==> config.mk <==
export PLATFORM = sky130hd
export DESIGN_NAME = sram_ring_scheduler
export DESIGN_NICKNAME = d
export VERILOG_FILES = /design/src/rtl/sram_ring_scheduler.sv
export SDC_FILE = /design/constraint.sdc
export NUM_CORES = 1
export LEC_CHECK = 0
export BUFFER_PORTS_ARGS = -buffer_cell sky130_fd_sc_hd__buf_4
export CAP_MARGIN = 40
export CORE_UTILIZATION = 60
export CTS_BUF_LIST = sky130_fd_sc_hd__clkbuf_4 sky130_fd_sc_hd__clkbuf_8
export CTS_CLUSTER_DIAMETER = 100
export CTS_CLUSTER_SIZE = 20
export DETAILED_ROUTE_END_ITERATION = 16
export PLACE_DENSITY = 0.88
export SYNTH_ARGS = -nofsm -noshare
export SYNTH_HDL_FRONTEND = slang
export SYNTH_SLANG_ARGS = --single-unit
==> constraint.sdc <==
create_clock -name clk -period 6.7 [get_ports clk]
set_input_delay 1.34 -clock clk [delete_from_list [all_inputs] [get_ports clk]]
set_output_delay 1.34 -clock clk [all_outputs]
set_load 0.01 [all_outputs]
==> src/rtl/sram_ring_scheduler.sv <==
// sram_ring_scheduler
//   Schedules write and read bursts into an external SRAM used as a circular buffer.
//   Write bursts move WR_BURST words from the input FIFO into SRAM. Read bursts move up to
//   RD_BURST words from SRAM into the output FIFO. When both are possible the grant alternates.
//   A falling iRunStart stops data acquisition and drains SRAM before the block returns to idle.
//
// Ports
//   clk, reset                       clock, asynchronous active-high reset
//   iRunStart                        run level: high = acquire, falling = stop and flush
//   SRAM_FIFO_usedw / USB_FIFO_usedw input / output FIFO fill levels
//   WR_RunEnd / RD_RunEnd            one-cycle completion pulses from the SRAM engines
//   WR_iRunStart / RD_iRunStart      one-cycle burst start pulses
//   WR_START_ADDR / RD_START_ADDR    burst start addresses
//   WR_DATA_NUM / RD_DATA_NUM        burst lengths
//   Data_iRunStart                   data-source enable
//   SRAM_USED_WORD                   words currently held in SRAM
//   SRAM_Full / SRAM_Empty           fill flags derived from SRAM_USED_WORD
//   Timeout_Err                      sticky wait-state timeout flag
module sram_ring_scheduler #(
   parameter int unsigned ADDR_W       = 14,
   parameter int unsigned WR_BURST     = 1024,
   parameter int unsigned RD_BURST     = 4096,
   parameter int unsigned IN_USEDW_W   = 11,
   parameter int unsigned OUT_USEDW_W  = 14,
   parameter int unsigned OUT_MAX_USED = 12288,
   parameter int unsigned TIMEOUT      = 65535
) (
   input  logic                   clk,
   input  logic                   reset,
   input  logic                   iRunStart,
   input  logic [IN_USEDW_W-1:0]  SRAM_FIFO_usedw,
   input  logic [OUT_USEDW_W-1:0] USB_FIFO_usedw,
   input  logic                   WR_RunEnd,
   input  logic                   RD_RunEnd,
   output logic                   WR_iRunStart,
   output logic                   RD_iRunStart,
   output logic [ADDR_W-1:0]      WR_START_ADDR,
   output logic [ADDR_W-1:0]      RD_START_ADDR,
   output logic [ADDR_W:0]        WR_DATA_NUM,
   output logic [ADDR_W:0]        RD_DATA_NUM,
   output logic                   Data_iRunStart,
   output logic [ADDR_W:0]        SRAM_USED_WORD,
   output logic                   SRAM_Full,
   output logic                   SRAM_Empty,
   output logic                   Timeout_Err
);

   localparam int unsigned DEPTH = 1 << ADDR_W;
   localparam int unsigned CNT_W = $clog2(TIMEOUT + 1);
   localparam logic [ADDR_W:0] WR_NUM = (ADDR_W + 1)'(WR_BURST);
   localparam logic [ADDR_W:0] RD_NUM = (ADDR_W + 1)'(RD_BURST);

   typedef enum logic [2:0] {StIdle, StArb, StWrWait, StRdWait, StDrainChk} state_e;

   state_e             state_q, state_d;
   logic [ADDR_W-1:0]  wr_ptr_q, wr_ptr_d;
   logic [ADDR_W-1:0]  rd_ptr_q, rd_ptr_d;
   logic [ADDR_W:0]    used_q, used_d;
   logic [ADDR_W-1:0]  wr_addr_q, wr_addr_d;
   logic [ADDR_W-1:0]  rd_addr_q, rd_addr_d;
   logic [ADDR_W:0]    wr_num_q, wr_num_d;
   logic [ADDR_W:0]    rd_num_q, rd_num_d;
   logic               wr_start_q, wr_start_d;
   logic               rd_start_q, rd_start_d;
   logic               run_q, run_d;
   logic               drain_q, drain_d;
   logic               terr_q, terr_d;
   logic               last_wr_q, last_wr_d;  // 0 = last grant was a read
   logic [CNT_W-1:0]   wait_cnt_q, wait_cnt_d;

   logic [31:0]        used_ext;
   logic [31:0]        used_plus_wr;
   logic [ADDR_W:0]    used_after_wr;
   logic [ADDR_W:0]    used_after_rd;
   logic [ADDR_W:0]    rd_len;
   logic               wr_elig;
   logic               rd_elig;
   logic               timeout_hit;

   assign used_ext = 32'(used_q);

   assign wr_elig = run_q && (32'(SRAM_FIFO_usedw) >= WR_BURST) && (DEPTH - used_ext >= WR_BURST);
   assign rd_elig = (32'(USB_FIFO_usedw) <= OUT_MAX_USED) &&
                    ((used_ext >= RD_BURST) || (drain_q && (used_q != '0)));

   // A draining read may be shorter than RD_BURST.
   assign rd_len = (used_ext < RD_BURST) ? used_q : RD_NUM;

   // Fill arithmetic clamps at DEPTH and zero so a stray length can never wrap the count.
   assign used_plus_wr  = used_ext + 32'(wr_num_q);
   assign used_after_wr = (used_plus_wr > DEPTH) ? (ADDR_W + 1)'(DEPTH)
                                                 : (ADDR_W + 1)'(used_plus_wr);
   assign used_after_rd = (used_q > rd_num_q) ? (used_q - rd_num_q) : '0;

   // wait_cnt_q counts completed wait cycles, so this is the TIMEOUT-th one.
   assign timeout_hit = (32'(wait_cnt_q) == TIMEOUT - 1);

   always_comb begin
      state_d    = state_q;
      wr_ptr_d   = wr_ptr_q;
      rd_ptr_d   = rd_ptr_q;
      used_d     = used_q;
      wr_addr_d  = wr_addr_q;
      rd_addr_d  = rd_addr_q;
      wr_num_d   = wr_num_q;
      rd_num_d   = rd_num_q;
      wr_start_d = 1'b0;
      rd_start_d = 1'b0;
      run_d      = run_q;
      drain_d    = drain_q;
      terr_d     = terr_q;
      last_wr_d  = last_wr_q;
      wait_cnt_d = wait_cnt_q;

      unique case (state_q)
         StIdle: begin
            drain_d = 1'b0;
            if (iRunStart) begin
               wr_ptr_d = '0;
               rd_ptr_d = '0;
               used_d   = '0;
               terr_d   = 1'b0;
               run_d    = 1'b1;
               state_d  = StArb;
            end
         end
         StArb: begin
            if (wr_elig && (!rd_elig || !last_wr_q)) begin
               wr_start_d = 1'b1;
               wr_num_d   = WR_NUM;
               wr_addr_d  = wr_ptr_q;
               last_wr_d  = 1'b1;
               wait_cnt_d = '0;
               state_d    = StWrWait;
            end else if (rd_elig) begin
               rd_start_d = 1'b1;
               rd_num_d   = rd_len;
               rd_addr_d  = rd_ptr_q;
               last_wr_d  = 1'b0;
               wait_cnt_d = '0;
               state_d    = StRdWait;
            end else if (drain_q) begin
               state_d = StDrainChk;
            end
         end
         StWrWait: begin
            if (WR_RunEnd) begin
               wr_ptr_d = wr_ptr_q + wr_num_q[ADDR_W-1:0];
               used_d   = used_after_wr;
               state_d  = StArb;
            end else if (timeout_hit) begin
               terr_d  = 1'b1;
               run_d   = 1'b0;
               state_d = StIdle;
            end else begin
               wait_cnt_d = wait_cnt_q + CNT_W'(1);
            end
         end
         StRdWait: begin
            if (RD_RunEnd) begin
               rd_ptr_d = rd_ptr_q + rd_num_q[ADDR_W-1:0];
               used_d   = used_after_rd;
               state_d  = StArb;
            end else if (timeout_hit) begin
               terr_d  = 1'b1;
               run_d   = 1'b0;
               state_d = StIdle;
            end else begin
               wait_cnt_d = wait_cnt_q + CNT_W'(1);
            end
         end
         StDrainChk: begin
            state_d = (used_q == '0) ? StIdle : StArb;
         end
         default: begin
            state_d = StIdle;
         end
      endcase

      // Stop request: never aborts a burst, only blocks new writes and enables flushing.
      if ((state_q != StIdle) && !iRunStart) begin
         run_d   = 1'b0;
         drain_d = 1'b1;
      end
   end

   always_ff @(posedge clk or posedge reset) begin
      if (reset) begin
         state_q    <= StIdle;
         wr_ptr_q   <= '0;
         rd_ptr_q   <= '0;
         used_q     <= '0;
         wr_addr_q  <= '0;
         rd_addr_q  <= '0;
         wr_num_q   <= '0;
         rd_num_q   <= '0;
         wr_start_q <= 1'b0;
         rd_start_q <= 1'b0;
         run_q      <= 1'b0;
         drain_q    <= 1'b0;
         terr_q     <= 1'b0;
         last_wr_q  <= 1'b0;
         wait_cnt_q <= '0;
      end else begin
         state_q    <= state_d;
         wr_ptr_q   <= wr_ptr_d;
         rd_ptr_q   <= rd_ptr_d;
         used_q     <= used_d;
         wr_addr_q  <= wr_addr_d;
         rd_addr_q  <= rd_addr_d;
         wr_num_q   <= wr_num_d;
         rd_num_q   <= rd_num_d;
         wr_start_q <= wr_start_d;
         rd_start_q <= rd_start_d;
         run_q      <= run_d;
         drain_q    <= drain_d;
         terr_q     <= terr_d;
         last_wr_q  <= last_wr_d;
         wait_cnt_q <= wait_cnt_d;
      end
   end

   assign WR_iRunStart   = wr_start_q;
   assign RD_iRunStart   = rd_start_q;
   assign WR_START_ADDR  = wr_addr_q;
   assign RD_START_ADDR  = rd_addr_q;
   assign WR_DATA_NUM    = wr_num_q;
   assign RD_DATA_NUM    = rd_num_q;
   assign Data_iRunStart = run_q;
   assign SRAM_USED_WORD = used_q;
   assign SRAM_Full      = (used_ext > DEPTH - WR_BURST);
   assign SRAM_Empty     = (used_q == '0);
   assign Timeout_Err    = terr_q;

endmodule

==> impl_results.md, run 1 <==
- Run status: finished clean
- Slew Limit Fails: 0
- Leakage: 3.11 nW
- Tmin final: 3540 ps
- PostCTS Resize Cnt: 0
- Synth Flop Type: dfrtp_1
- IO Port Bufs: 74
- Endpoints failing setup: 0
- Largest family of logic cells by synthesized area: simple AND/OR/NAND/NOR gates
- Reg clk slew, reported paths: 100 ps
- Fill count: 679
- Core footprint: 9200 um2
- 1st-iter DRT viols: 250
- Data arrival, critical path: 2200 ps
- XOR/XNOR Fraction of Synth Area: 0.0539
- Die X: 99.4 um
- Layout cells sized above 1: 0.159
- Mapped cell area: 5690 um2
- Routability congestion estimate: 0.923
- Worst path required time: 5360 ps
- GRT Total Usage: 0.286
- YS warnings: 0
- Worst-path maximum fanout: 6
- Mapped Avg Cell Area: 8.94 um2
- Clock sink count: 92
- Simple-gate share of the synthesized area: 0.202
- Final non-filler cell area: 6430 um2
- Cts hold-fix bufs: 0
- Total number of vias: 4901
- Clock skew: 16.7 ps
- Clock share of power: 0.186
- Part of the cycle the worst path needs: 0.528
- Fmax: 283 MHz
- Sw Pwr: 0.885 mW
- Power Density: 319 nW/um2
- DRT Pass-1 Iters: 5
- RSZ-0062 raised after global routing: no
- Post-synth EDFFs: 0
- WL/cell: 16.4 um
- Post-Route Utilization: 0.699
- Die ar.: 9880 um2
- Clk buf depth: 2
- Comb pwr share: 0.444
- Starting Density: 0.619
- Final WL: 13500 um
- Max H-tree Level: 3
- Yosys reg bits: 92
- VDD IR max: 0.241 mV
- Hpwl dp: 9980 um
- Critical Path Start Type: register
- Syn-to-layout area delta: 13.0%
- Worst Tran Pin Value: 871 ps
- Largest net degree at the start of global routing: 61
- Switching share of power: 0.432
- Complex-gate fraction of the synthesized area: 0.169
- Die H: 99.4 um
- Initial antenna violation count: 0
- Rel. slew slack: 0.416
- Hold/Removal Path Class: reg -> reg
- Clock latency on the worst-skew pair: 360 ps
- CTS Root Cell: clkbuf_8
- Final #Nets: 772
- Diodes inserted: 0
- Setup TNS: 0 ps
- Flop pwr share: 0.370
- Worst Setup End Kind: output pin
- Grt total ovfl: 0
- Vias in the first global route: 4795
- Drt drc: 0
- Cell Area, Placed: 6230 um2
- Fin. Hold Viols: 0
- First-pass GRT wire length: 22500 um
- Design Power: 2.05 mW
- Top-Level Pins: 109
- Crit Path Class: reg -> out
- CTS tree: yes
- Antenna Nets Post-Route: 0
- Total of max-cap violations: 0
- Mux contribution to synthesized area: 0.0178
- CTS Buf Count: 9
- Internal: 1.16 mW
- Avg Vias per Cell: 5.96
- Row Count: 35
- Syn Inst Count: 637
- Sequential area share after synthesis: 0.404
- Setup Fix Bufs, Post-CTS: 0
- Fraction of registers with async set/reset: 1.00
- Adder-Cell Fraction of Synth Area: 0.0818
- Unique cell type count in the Yosys netlist: 69
## cell usage in the layout (no fill, tap or decap), types with 8 or more instances in the layout
cell | Yosys | final
and3_1 | 13 | 13
ha_1 | 34 | 34
nand3_1 | 15 | 15
nand4_1 | 8 | 8
clkbuf_8 | 0 | 9
or3_1 | 8 | 8
xor2_1 | 13 | 13
nor4_1 | 14 | 14
dfrtp_1 | 92 | 92
conb_1 | 1 | 24
nor3_1 | 8 | 8
a22o_1 | 10 | 10
a21oi_1 | 30 | 30
buf_4 | 25 | 77
xnor2_1 | 22 | 22
o21ai_0 | 41 | 41
nor2_1 | 43 | 43
nand2_1 | 107 | 107
inv_1 | 34 | 33
## worst paths after layout
kind                                          from                end  slack [ps]  cells past startpoint
max in group asynchronous                    reset     RD_DATA_NUM[5]        4550                      3
worst min register to register    RD_START_ADDR[5]   RD_START_ADDR[5]         480                      2
worst max register to register  SRAM_USED_WORD[10]  SRAM_USED_WORD[9]        3580                      8
min in group asynchronous                    reset  RD_START_ADDR[13]        1010                      2
worst max-delay path             SRAM_USED_WORD[1]         SRAM_Empty        3160                      4
worst min-delay path              RD_START_ADDR[5]   RD_START_ADDR[5]         480                      2
## power by group through the flow
stage	logic, mW	registers (mW)	clock network [mW]
2_1_floorplan	0.678	0.725	0
3_3_place_gp	0.872	0.755	0
3_5_place_dp	0.897	0.761	0
4_1_cts	0.904	0.754	0.384
5_1_grt	1.01	0.770	0.408
6_report	0.910	0.758	0.381
## state kept, by name (all words and copies together) (netlist names), 3 cells and up
register / flops
RD_DATA_NUM: 15
SRAM_USED_WORD: 15
WR_START_ADDR: 4
state_q: 3
rd_ptr_q: 14
wr_ptr_q: 4
RD_START_ADDR: 14
wait_cnt_q: 16
## metrics by stage
step	hold slack [ps]	cells	setup WS [ps]
after floorplan	445	660	2970
after global placement	459	805	3310
after detailed placement	466	806	3290
after CTS	487	822	3220
after global routing	502	822	3160
final	484	822	3160
## layer usage
metal	part of all wire	vias to the layer above	GRT usage
li1	-	2328	-
met3	0.060	28	0.0436
met1	0.43	2360	0.369
met5	0	-	0
met4	0.028	0	0.121
met2	0.49	185	0.481
## cells by family (layout without fill, tap and decap cells)
kind of cell | after synthesis | in the layout
other | 1 | 24
buffers and inverters | 78 | 129
multiplexers | 8 | 8
flip-flops | 92 | 92
XOR/XNOR | 35 | 35
AO/OA/AOI/OAI | 142 | 142
adder cells (fa/ha/maj) | 36 | 36
AND/OR/NAND/NOR | 245 | 245
## cells in the mapped netlist, types with 2 or more instances
cell       instances  share of area
o21ai_0           41          0.036
inv_1             34          0.022
o311ai_0           2         0.0031
fa_1               2         0.0070
ha_1              34          0.075
or3_1              8         0.0088
a21oi_1           30          0.026
mux2i_1            3         0.0053
nor4_1            14          0.015
o21bai_1           3         0.0040
or2_2              2         0.0022
and2_1             4         0.0044
nor2b_1            3         0.0033
o21a_1             7         0.0092
xor2_1            13          0.020
nand2_1          107          0.071
dfrtp_1           92           0.40
nor3_1             8         0.0070
o211ai_1           6         0.0079
and4_1             2         0.0031
xnor2_1           22          0.034
a31o_2             2         0.0031
nor2_1            43          0.028
mux2_4             4          0.011
a21o_1             5         0.0066
nand2b_1           5         0.0055
a311o_1            3         0.0053
a31oi_1            4         0.0044
a211oi_1           3         0.0040
and3_1            13          0.014
nand4_1            8         0.0088
o31ai_1            2         0.0026
nand3_1           15          0.013
or4_1              2         0.0026
nor3b_1            2         0.0026
buf_4             25          0.033
o21ai_1            3         0.0026
o2111ai_1          2         0.0031
buf_2             10         0.0088
a22o_1            10          0.015
nor4b_1            2         0.0031
or2_1              3         0.0033
clkbuf_1           8         0.0053
## critical path, stage by stage (launching register included)
cell	delay [ps]
dfrtp_1	470
nor4_1	570
and3_1	390
and3_1	270
buf_4	140
## final cells by class
cell class | instances | area (um2) | area share
timing repair buffer | 78 | 583 | 0.0906
clock inverter | 7 | 75.1 | 0.0117
clock buffer | 9 | 124 | 0.0193
tap | 111 | 139 | 0.0216
inverter | 35 | 133 | 0.0206
multi-input combinational | 490 | 3080 | 0.478
sequential | 92 | 2300 | 0.358
Power figures use the tool's default switching activity.
==> run 2, diff against run 1 <==
- CORE_UTILIZATION: 60 -> 52
- PLACE_DENSITY: 0.88 -> 0.81
- clock period: 6.7 -> 3 ns (I/O delays scaled with it)
==> impl_results.md, run 2 (same netlist as run 1, synthesis figures left out) <==
- Final WL: 13400 um (was 13500 um)
- Layout cells sized above 1: 0.165 (was 0.159)
- Top-Level Pins: 109 (unchanged)
- Setup Fix Bufs, Post-CTS: 0 (unchanged)
- Drt drc: 0 (unchanged)
- Critical Path Start Type: register (unchanged)
- Largest net degree at the start of global routing: 68 (was 61)
- Final non-filler cell area: 6560 um2 (was 6430 um2)
- Clock sink count: 92 (unchanged)
- Power Density: 730 nW/um2 (was 319 nW/um2)
- Fill count: 899 (was 679)
- Vias in the first global route: 4608 (was 4795)
- Cts hold-fix bufs: 0 (unchanged)
- Avg Vias per Cell: 5.72 (was 5.96)
- Die ar.: 11400 um2 (was 9880 um2)
- Largest Register: wait_cnt_q (unchanged)
- Die X: 107 um (was 99.4 um)
- Largest register FFs: 16 (unchanged)
- Crit Path Class: reg -> out (unchanged)
- Starting Density: 0.544 (was 0.619)
- Clk buf depth: 2 (unchanged)
- RSZ-0062 raised after global routing: no (unchanged)
- Worst Setup End Kind: output pin (unchanged)
- Commonest non-fill, non-tap cells in the layout: nand2_1, dfrtp_1, buf_4, nor2_1, o21ai_0 (unchanged)
- Core footprint: 10500 um2 (was 9200 um2)
- Syn-to-layout area delta: 15.3% (was 13.0%)
- R2r setup slk: 350 ps (was 3580 ps)
- Clock latency on the worst-skew pair: 380 ps (was 360 ps)
- 1st-iter DRT viols: 385 (was 250)
- WL/cell: 15.7 um (was 16.4 um)
- Clock skew: 21.1 ps (was 16.7 ps)
- Worst reg2reg endpoint: RD_DATA_NUM[10] (was SRAM_USED_WORD[9])
- CTS Buf Count: 9 (unchanged)
- Setup TNS: 0 ps (unchanged)
- Worst-path maximum fanout: 6 (unchanged)
- Tmin final: 2910 ps
- Hold/Removal Path Class: in -> async (was reg -> reg)
- Most common cell after layout, fill and taps aside: nand2_1 (unchanged)
- Diodes inserted: 0 (unchanged)
- First-pass GRT wire length: 22200 um (was 22500 um)
- Cell Area, Placed: 6320 um2 (was 6230 um2)
- Fin. Hold Viols: 0 (unchanged)
- Grt total ovfl: 0 (unchanged)
- RR Startpoint: SRAM_USED_WORD[1] (was SRAM_USED_WORD[10])
- Hpwl dp: 10100 um (was 9980 um)
- CTS tree: yes (unchanged)
- IO Port Bufs: 74 (unchanged)
- Rel. slew slack: 0.472 (was 0.416)
- Run status: finished clean (unchanged)
- Part of the cycle the worst path needs: 0.969
- Slew Limit Fails: 0 (unchanged)
- Worst path required time: 2400 ps (was 5360 ps)
- Initial antenna violation count: 0 (unchanged)
- Final #Nets: 777 (was 772)
- Total of max-cap violations: 0 (unchanged)
- PostCTS Resize Cnt: 0 (unchanged)
- Max H-tree Level: 3 (unchanged)
- Antenna Nets Post-Route: 0 (unchanged)
- Data arrival, critical path: 2310 ps (was 2200 ps)
- Row Count: 37 (was 35)
- R2r worst-path depth: 8 (unchanged)
- CTS Root Cell: clkbuf_8 (unchanged)
- Endpoints failing setup: 0 (unchanged)
- GRT Total Usage: 0.247 (was 0.286)
- Routability congestion estimate: 0.937 (was 0.923)
- DRT Pass-1 Iters: 5 (unchanged)
- VDD IR max: 0.483 mV (was 0.241 mV)
- Leakage: 3.16 nW (was 3.11 nW)
- Reg clk slew, reported paths: 100 ps (about the same)
- Fmax: 344 MHz
- Die H: 107 um (was 99.4 um)
- Total number of vias: 4875 (was 4901)
- Worst Tran Pin Value: 787 ps (was 871 ps)
run 2: stage by stage:
stage                util  setup WS [ps]  power (mW)  instances  hold slack (ps)
floorplan               -           8.04        3.13        660              445
global placement    0.604            457        3.68        836              462
detailed placement  0.604            416        3.76        836              473
CTS                 0.627            212        4.78        852              234
global route        0.627           50.2        5.12        852              247
finish              0.627           93.1        4.79        852              217
run 2: layer usage:
metal  part of all wire  track usage
met2               0.48        0.406
met5                  0            0
met4              0.024       0.0890
met3              0.048       0.0365
met1               0.45        0.332
run 2: power by group:
| group | internal, mW | switching (mW) | total (mW) |
|---|---|---|---|
| registers | 1.42 | 0.245 | 1.66 |
| clock network | 0.562 | 0.454 | 1.02 |
| logic | 0.841 | 1.27 | 2.11 |
run 2: how the worst max path moves through the flow:
stage,to,start
2_1_floorplan,Data_iRunStart,reset
3_3_place_gp,SRAM_USED_WORD[9],SRAM_USED_WORD[10]
3_5_place_dp,SRAM_USED_WORD[9],SRAM_USED_WORD[10]
4_1_cts,SRAM_Empty,SRAM_USED_WORD[1]
5_1_grt,SRAM_Empty,SRAM_USED_WORD[1]
6_report,SRAM_Empty,SRAM_USED_WORD[1]
run 2: critical path, cell delays in order, from the launching register on:
cell and delay (ps):
dfrtp_1 480, nor4_1 630, and3_1 410, and3_1 270
buf_4 140
run 2: final cells by class:
type                       count  area [um2]  share of cell area
multi-input combinational    490        3080               0.469
sequential                    92        2300               0.351
timing repair buffer          83         636              0.0969
tap                          136         170              0.0259
inverter                      35         133              0.0202
clock buffer                  10         131              0.0200
clock inverter                 6         113              0.0172
